[src/rtl/ps2_device.sv]
// PS/2 device-side link: sends bytes to the host, receives host-to-device
// frames after a request-to-send, and generates the PS/2 clock in both directions.
module ps2_device #(
  parameter int clkf = 50000000
) (
  input  logic       clk,
  input  logic       reset,
  input  logic [7:0] tx_data,
  input  logic       tx_valid,
  output logic       tx_ready,
  output logic [7:0] rx_data,
  output logic       rx_valid,
  output logic       rx_error,
  output logic       busy,
  input  logic       ps2_clk_in,
  output logic       ps2_clk_oe,
  input  logic       ps2_dat_in,
  output logic       ps2_dat_oe,
  output logic [3:0] state_dbg
);

  localparam int HALF      = clkf / 25000;
  localparam int IDLE_WAIT = clkf / 20000;
  localparam int TW        = $clog2(IDLE_WAIT + 1);

  localparam logic [TW-1:0] HALF_END = TW'(HALF - 1);
  localparam logic [TW-1:0] HALF_MID = TW'(HALF / 2);
  localparam logic [TW-1:0] IDLE_END = TW'(IDLE_WAIT - 1);

  typedef enum logic [3:0] {
    IDLE,
    TX_LOW,
    TX_HIGH,
    RX_START,
    RX_LOW,
    RX_HIGH,
    ACK_LOW,
    ACK_HIGH,
    WAIT_IDLE
  } state_t;

  state_t        state;
  logic          clk_meta, clk_s;
  logic          dat_meta, dat_s;
  logic [TW-1:0] timer;
  logic [3:0]    bit_cnt;
  logic [9:0]    tx_shift;
  logic [9:0]    rx_shift;
  logic [7:0]    tx_hold;
  logic          tx_full;
  logic          rts_armed;
  logic          phase_end;

  // Handshake: tx_data is taken on any rising clk edge where tx_valid and
  // tx_ready are both high; tx_ready stays low until that byte's frame has
  // been fully clocked out, and tx_valid while tx_ready is low is ignored.
  assign tx_ready  = ~tx_full;
  assign busy      = (state != IDLE);
  assign state_dbg = state;
  assign phase_end = (timer == HALF_END);

  // Lines idle high, so the synchronisers reset to 1 to avoid a false edge.
  always_ff @(posedge clk or posedge reset) begin
    if (reset) begin
      clk_meta <= 1'b1;
      clk_s    <= 1'b1;
      dat_meta <= 1'b1;
      dat_s    <= 1'b1;
    end else begin
      clk_meta <= ps2_clk_in;
      clk_s    <= clk_meta;
      dat_meta <= ps2_dat_in;
      dat_s    <= dat_meta;
    end
  end

  always_ff @(posedge clk or posedge reset) begin
    if (reset) begin
      state      <= IDLE;
      timer      <= '0;
      bit_cnt    <= '0;
      tx_shift   <= '0;
      rx_shift   <= '0;
      tx_hold    <= '0;
      tx_full    <= 1'b0;
      rts_armed  <= 1'b0;
      rx_data    <= '0;
      rx_valid   <= 1'b0;
      rx_error   <= 1'b0;
      ps2_clk_oe <= 1'b0;
      ps2_dat_oe <= 1'b0;
    end else begin
      rx_valid <= 1'b0;
      rx_error <= 1'b0;

      if (tx_valid && !tx_full) begin
        tx_hold <= tx_data;
        tx_full <= 1'b1;
      end

      case (state)
        IDLE: begin
          timer   <= '0;
          bit_cnt <= '0;
          // Request-to-send: clock pulled low by the host, then released
          // while data is held low. A release with data high was an inhibit.
          if (!clk_s) begin
            rts_armed <= 1'b1;
          end else if (rts_armed) begin
            rts_armed <= 1'b0;
            if (!dat_s) state <= RX_START;
          end else if (tx_full) begin
            tx_shift   <= {1'b1, ~^tx_hold, tx_hold};
            ps2_clk_oe <= 1'b1;
            ps2_dat_oe <= 1'b1;
            state      <= TX_LOW;
          end
        end

        TX_LOW: begin
          timer <= phase_end ? '0 : timer + 1'b1;
          if (phase_end) begin
            ps2_clk_oe <= 1'b0;
            state      <= TX_HIGH;
          end
        end

        TX_HIGH: begin
          timer <= phase_end ? '0 : timer + 1'b1;
          if (phase_end) begin
            if (!clk_s) begin
              // Host inhibit: drop the frame but keep the byte for a retry.
              ps2_dat_oe <= 1'b0;
              state      <= WAIT_IDLE;
            end else if (bit_cnt == 4'd10) begin
              tx_full    <= 1'b0;
              ps2_dat_oe <= 1'b0;
              state      <= WAIT_IDLE;
            end else begin
              bit_cnt    <= bit_cnt + 1'b1;
              tx_shift   <= {1'b1, tx_shift[9:1]};
              ps2_dat_oe <= ~tx_shift[0];
              ps2_clk_oe <= 1'b1;
              state      <= TX_LOW;
            end
          end
        end

        RX_START: begin
          timer <= phase_end ? '0 : timer + 1'b1;
          if (phase_end) begin
            bit_cnt    <= '0;
            ps2_clk_oe <= 1'b1;
            state      <= RX_LOW;
          end
        end

        RX_LOW: begin
          timer <= phase_end ? '0 : timer + 1'b1;
          if (phase_end) begin
            ps2_clk_oe <= 1'b0;
            state      <= RX_HIGH;
          end
        end

        RX_HIGH: begin
          timer <= phase_end ? '0 : timer + 1'b1;
          if (timer == HALF_MID) rx_shift <= {dat_s, rx_shift[9:1]};
          if (phase_end) begin
            ps2_clk_oe <= 1'b1;
            if (bit_cnt == 4'd9) begin
              ps2_dat_oe <= 1'b1;
              state      <= ACK_LOW;
            end else begin
              bit_cnt <= bit_cnt + 1'b1;
              state   <= RX_LOW;
            end
          end
        end

        ACK_LOW: begin
          timer <= phase_end ? '0 : timer + 1'b1;
          if (phase_end) begin
            ps2_clk_oe <= 1'b0;
            ps2_dat_oe <= 1'b0;
            state      <= ACK_HIGH;
          end
        end

        ACK_HIGH: begin
          timer <= phase_end ? '0 : timer + 1'b1;
          if (phase_end) begin
            // rx_shift holds {stop, parity, data[7:0]}.
            if (rx_shift[9] && (^rx_shift[8:0])) begin
              rx_data  <= rx_shift[7:0];
              rx_valid <= 1'b1;
            end else begin
              rx_error <= 1'b1;
            end
            state <= WAIT_IDLE;
          end
        end

        WAIT_IDLE: begin
          rts_armed <= 1'b0;
          if (!clk_s || !dat_s) begin
            timer <= '0;
          end else if (timer == IDLE_END) begin
            timer <= '0;
            state <= IDLE;
          end else begin
            timer <= timer + 1'b1;
          end
        end

        default: begin
          ps2_clk_oe <= 1'b0;
          ps2_dat_oe <= 1'b0;
          timer      <= '0;
          state      <= IDLE;
        end
      endcase
    end
  end

endmodule

[config.mk]
export PLATFORM = sky130hd
export DESIGN_NAME = ps2_device
export DESIGN_NICKNAME = d
export VERILOG_FILES = /design/src/rtl/ps2_device.sv
export SDC_FILE = /design/constraint.sdc
export NUM_CORES = 1
export LEC_CHECK = 0
export ABC_AREA = 1
export BUFFER_PORTS_ARGS = -buffer_cell sky130_fd_sc_hd__buf_2
export CAP_MARGIN = 40
export CELL_PAD_IN_SITES_DETAIL_PLACEMENT = 1
export CELL_PAD_IN_SITES_GLOBAL_PLACEMENT = 1
export CORE_UTILIZATION = 42
export CTS_BUF_LIST = sky130_fd_sc_hd__clkbuf_8
export CTS_CLUSTER_DIAMETER = 80
export DETAILED_ROUTE_END_ITERATION = 16
export MAX_ROUTING_LAYER = met4
export PLACE_DENSITY_LB_ADDON = 0.1
export SYNTH_ARGS = -nofsm -noshare
export SYNTH_HDL_FRONTEND = slang
export SYNTH_SLANG_ARGS = --single-unit
[constraint.sdc]
create_clock -name clk -period 1.8 [get_ports clk]
set_input_delay 0.27 -clock clk [delete_from_list [all_inputs] [get_ports clk]]
set_output_delay 0.27 -clock clk [all_outputs]
set_load 0.005 [all_outputs]
==> flow_summary.ini <==
[synth]
ys_types = 37
yosys_warnings = 0
synth_area_mm2 = 0.003503
synth_area_leaders = dfrtp_1, nand2_1, inv_1
synth.avg_cell_area_um2 = 8.185
synth-async-reset-ratio_pct = 100.0
synth.most_common_cell = nand2_1
synth_edf_count = 0
syn_nets = 446
syn_inst = 428
synth-seq-area-share_pct = 47.29
synth_ff_type = dfrtp_1
synth_top_area_cell = dfrtp_1
synth_top_area_share_pct = 44.29
synth.top_cells.by_count = nand2_1, dfrtp_1, inv_1
ys_ff_latch = 66

[floorplanning]
start_util_pct = 44.42
io_pins = 31
die_w_um = 93.33
rows = 32
design.core.area_mm2 = 0.007888
chipHeight_um = 93.33
dieArea_mm2 = 0.008710

[grt]
grt_pass1_vias = 2852
grt_use_met3_pct = 2.927
grt_pass1_wl_um = 13340
grt_overflow = 0
antenna_found_initial = 0
use_met2_pct = 32.05
grt_start_max_net_pins = 67
grt_busiest_layer = met2
met1_usage_pct = 26.61
track_usage_pct = 20.21

[setup_path]
worstPathMaxFanout = 17
cp_data_required_time_ps = 2030
worstPathArrival_ps = 1950
critPathMaxStageDelay_ps = 450
timing.rr.start = state_dbg[2]
cp_top_family = simple AND/OR/NAND/NOR gates
end_kind = flip-flop
slowest_stage = dfrtp_2
crit_type = reg2reg
crit_path_frequent_cell = nor2_4
reg2reg_depth = 9
critPathBufInv = 2
worst_setup_path_start_kind = flip-flop
rr_endpoint = tx_shift[9]
ff2ff_setup_slack_ps = 80
path_cells = nor2_2 > nand2_2 > nor2_4 > nand2_1 > clkinv_1 > nor2_4 > nand2_4 > inv_8 > or2_1

[power]
seqPwrFrac_pct = 35.5
swShare_pct = 40.34
power_density_mw_per_mm2 = 1256
total_power_uw = 5235
p_int_uw = 3123
combPwrFrac_pct = 39.9
power_switching_uw = 2112
pwr-share-clk_pct = 24.6
p_leak_uw = 0.002044
max-vdd-ir-drop_uv = 783.4

[clock_tree]
clk_pin_slew_ps = 80
root_buffer = clkbuf_8
worstSkewPairLatency_ps = 340
cts.sinks = 66
cts_tree = yes
cts_htree_levels = 3
numCtsBuffers = 9
hold_buffers = 0
cts_buffer_depth = 2

[worst_hold_path]
hold_path.class = in2async

[place]
io_buffers = 30
gp_congestion = 0.9113
dp_cells = 563
placed_cell_area_mm2 = 0.003821
hpwl_um = 5683
pre_cts_slack_ps = 2.123

[flow_run]
maxCapViolCount = 0

[layout]
stdcell_count = 584
final_area_mm2 = 0.004167
antenna_cells = 0
nets = 495
synthToLayoutAreaGrowth_pct = 18.93
fill_cells = 965
layout-drive-gt1-share_pct = 25.10

[routing]
drt_first_pass_iters = 4
wl_per_cell_um = 13.49
routed-via-count = 2899
drt-initial-drc-count = 90
post-route-drc-count = 0
wirelength_um = 7876
routed_via_density = 4.964
ant_nets = 0

[sta]
hold_viol = 2
period_share_pct = 95.46
hold_ws_ps = -13.79
tightest_slew_ps = 461.8
finalSetupViolCount = 0
fin_crit_ps = 1718
fin_ws_ps = 81.73
drv_slew = 0
max_slew_margin_pct = 68.93
tns_ps = 0
max_freq_ghz = 0.5820
skew_ps = 9.942

[run_status]
status = complete, but fails checks
violations = hold timing
==> how the worst max path moves through the flow <==
stage,from,depth (start not counted),to
2_1_floorplan,bit_cnt[0],12,tx_shift[1]
3_3_place_gp,timer[0],10,bit_cnt[1]
3_5_place_dp,timer[0],10,bit_cnt[1]
4_1_cts,state_dbg[2],9,tx_shift[9]
5_1_grt,timer[0],9,tx_shift[6]
6_report,state_dbg[2],9,tx_shift[9]
==> state kept, by name (all words and copies together), names as in the netlist, 4 cells and up <==
| register | count |
|---|---|
| bit_cnt | 4 |
| state_dbg | 4 |
| tx_hold | 8 |
| tx_shift | 10 |
| timer | 12 |
| rx_shift | 10 |
| rx_data | 8 |
==> timing repair <==
action | CTS | global route
pin swaps | 0 | 4
hold endpoints to repair | 0 | 0
gates cloned | 0 | 0
setup buffers | 0 | 5
resized for setup | 1 | 25
endpoints found under the setup margin | 4 | 37
==> kinds of logic after synthesis <==
kind of cell               after synthesis  share of synthesized area (%)
muxes                                    8                          2.572
and+or+nand+nor                        227                          29.79
buffers and inverters                   63                          7.393
DFF                                     66                          47.29
xor gates and xnor gates                14                          3.500
adders and majority gates                5                          1.786
AOI/OAI and AO/OA                       45                          7.679
==> power groups by stage <==
stage	clock [uW]	sequential [uW]	combinational, uW
after floorplan	0	1850	1510
after global placement	0	1860	1910
after detailed placement	0	1870	1940
after CTS	1330	1850	1960
after global routing	1390	1890	2370
final	1290	1860	2090
==> placed cells by master (no fill, tap or decap), drive strengths merged, types with 4 or more instances in the layout <==
| cell | instances |
|---|---|
| nand2 | 126 |
| dfrtp | 62 |
| inv | 57 |
| nor2 | 49 |
| buf | 43 |
| o21ai | 33 |
| nand3 | 26 |
| nand4 | 11 |
| clkbuf | 10 |
| xnor2 | 9 |
| mux2 | 8 |
| a21oi | 8 |
| nor3 | 8 |
| xor2 | 5 |
| ha | 5 |
| dfstp | 4 |
==> worst min-delay path, cell delays in order <==
cell	delay, ps
buf_2	110
clkinvlp_4	70
buf_12	290
==> stage by stage <==
stage	util, %	hold slack (ps)
floorplan	-	274.5
global placement	48.45	346.0
detailed placement	48.45	349.0
CTS	51.06	3.686
global route	52.82	8.137
finish	52.82	-13.79
==> area by class of cell <==
class	count	area, um^2	area share (%)
tap	102	127.6	3.063
clock buffer	10	137.6	3.303
clock inverter	6	63.81	1.532
timing repair buffer	43	264.0	6.336
multi-input combinational	299	1684	40.42
sequential	66	1660	39.85
inverter	58	229.0	5.495
==> metal layers <==
layer | wire length [um] | up-vias | share of wire [%]
met4 | 103 | 0 | 1.3
met5 | 0 | - | 0
met2 | 3730 | 37 | 47
met3 | 162 | 11 | 2.1
li1 | - | 1459 | -
met1 | 3879 | 1392 | 49
Power figures use the tool's default switching activity.
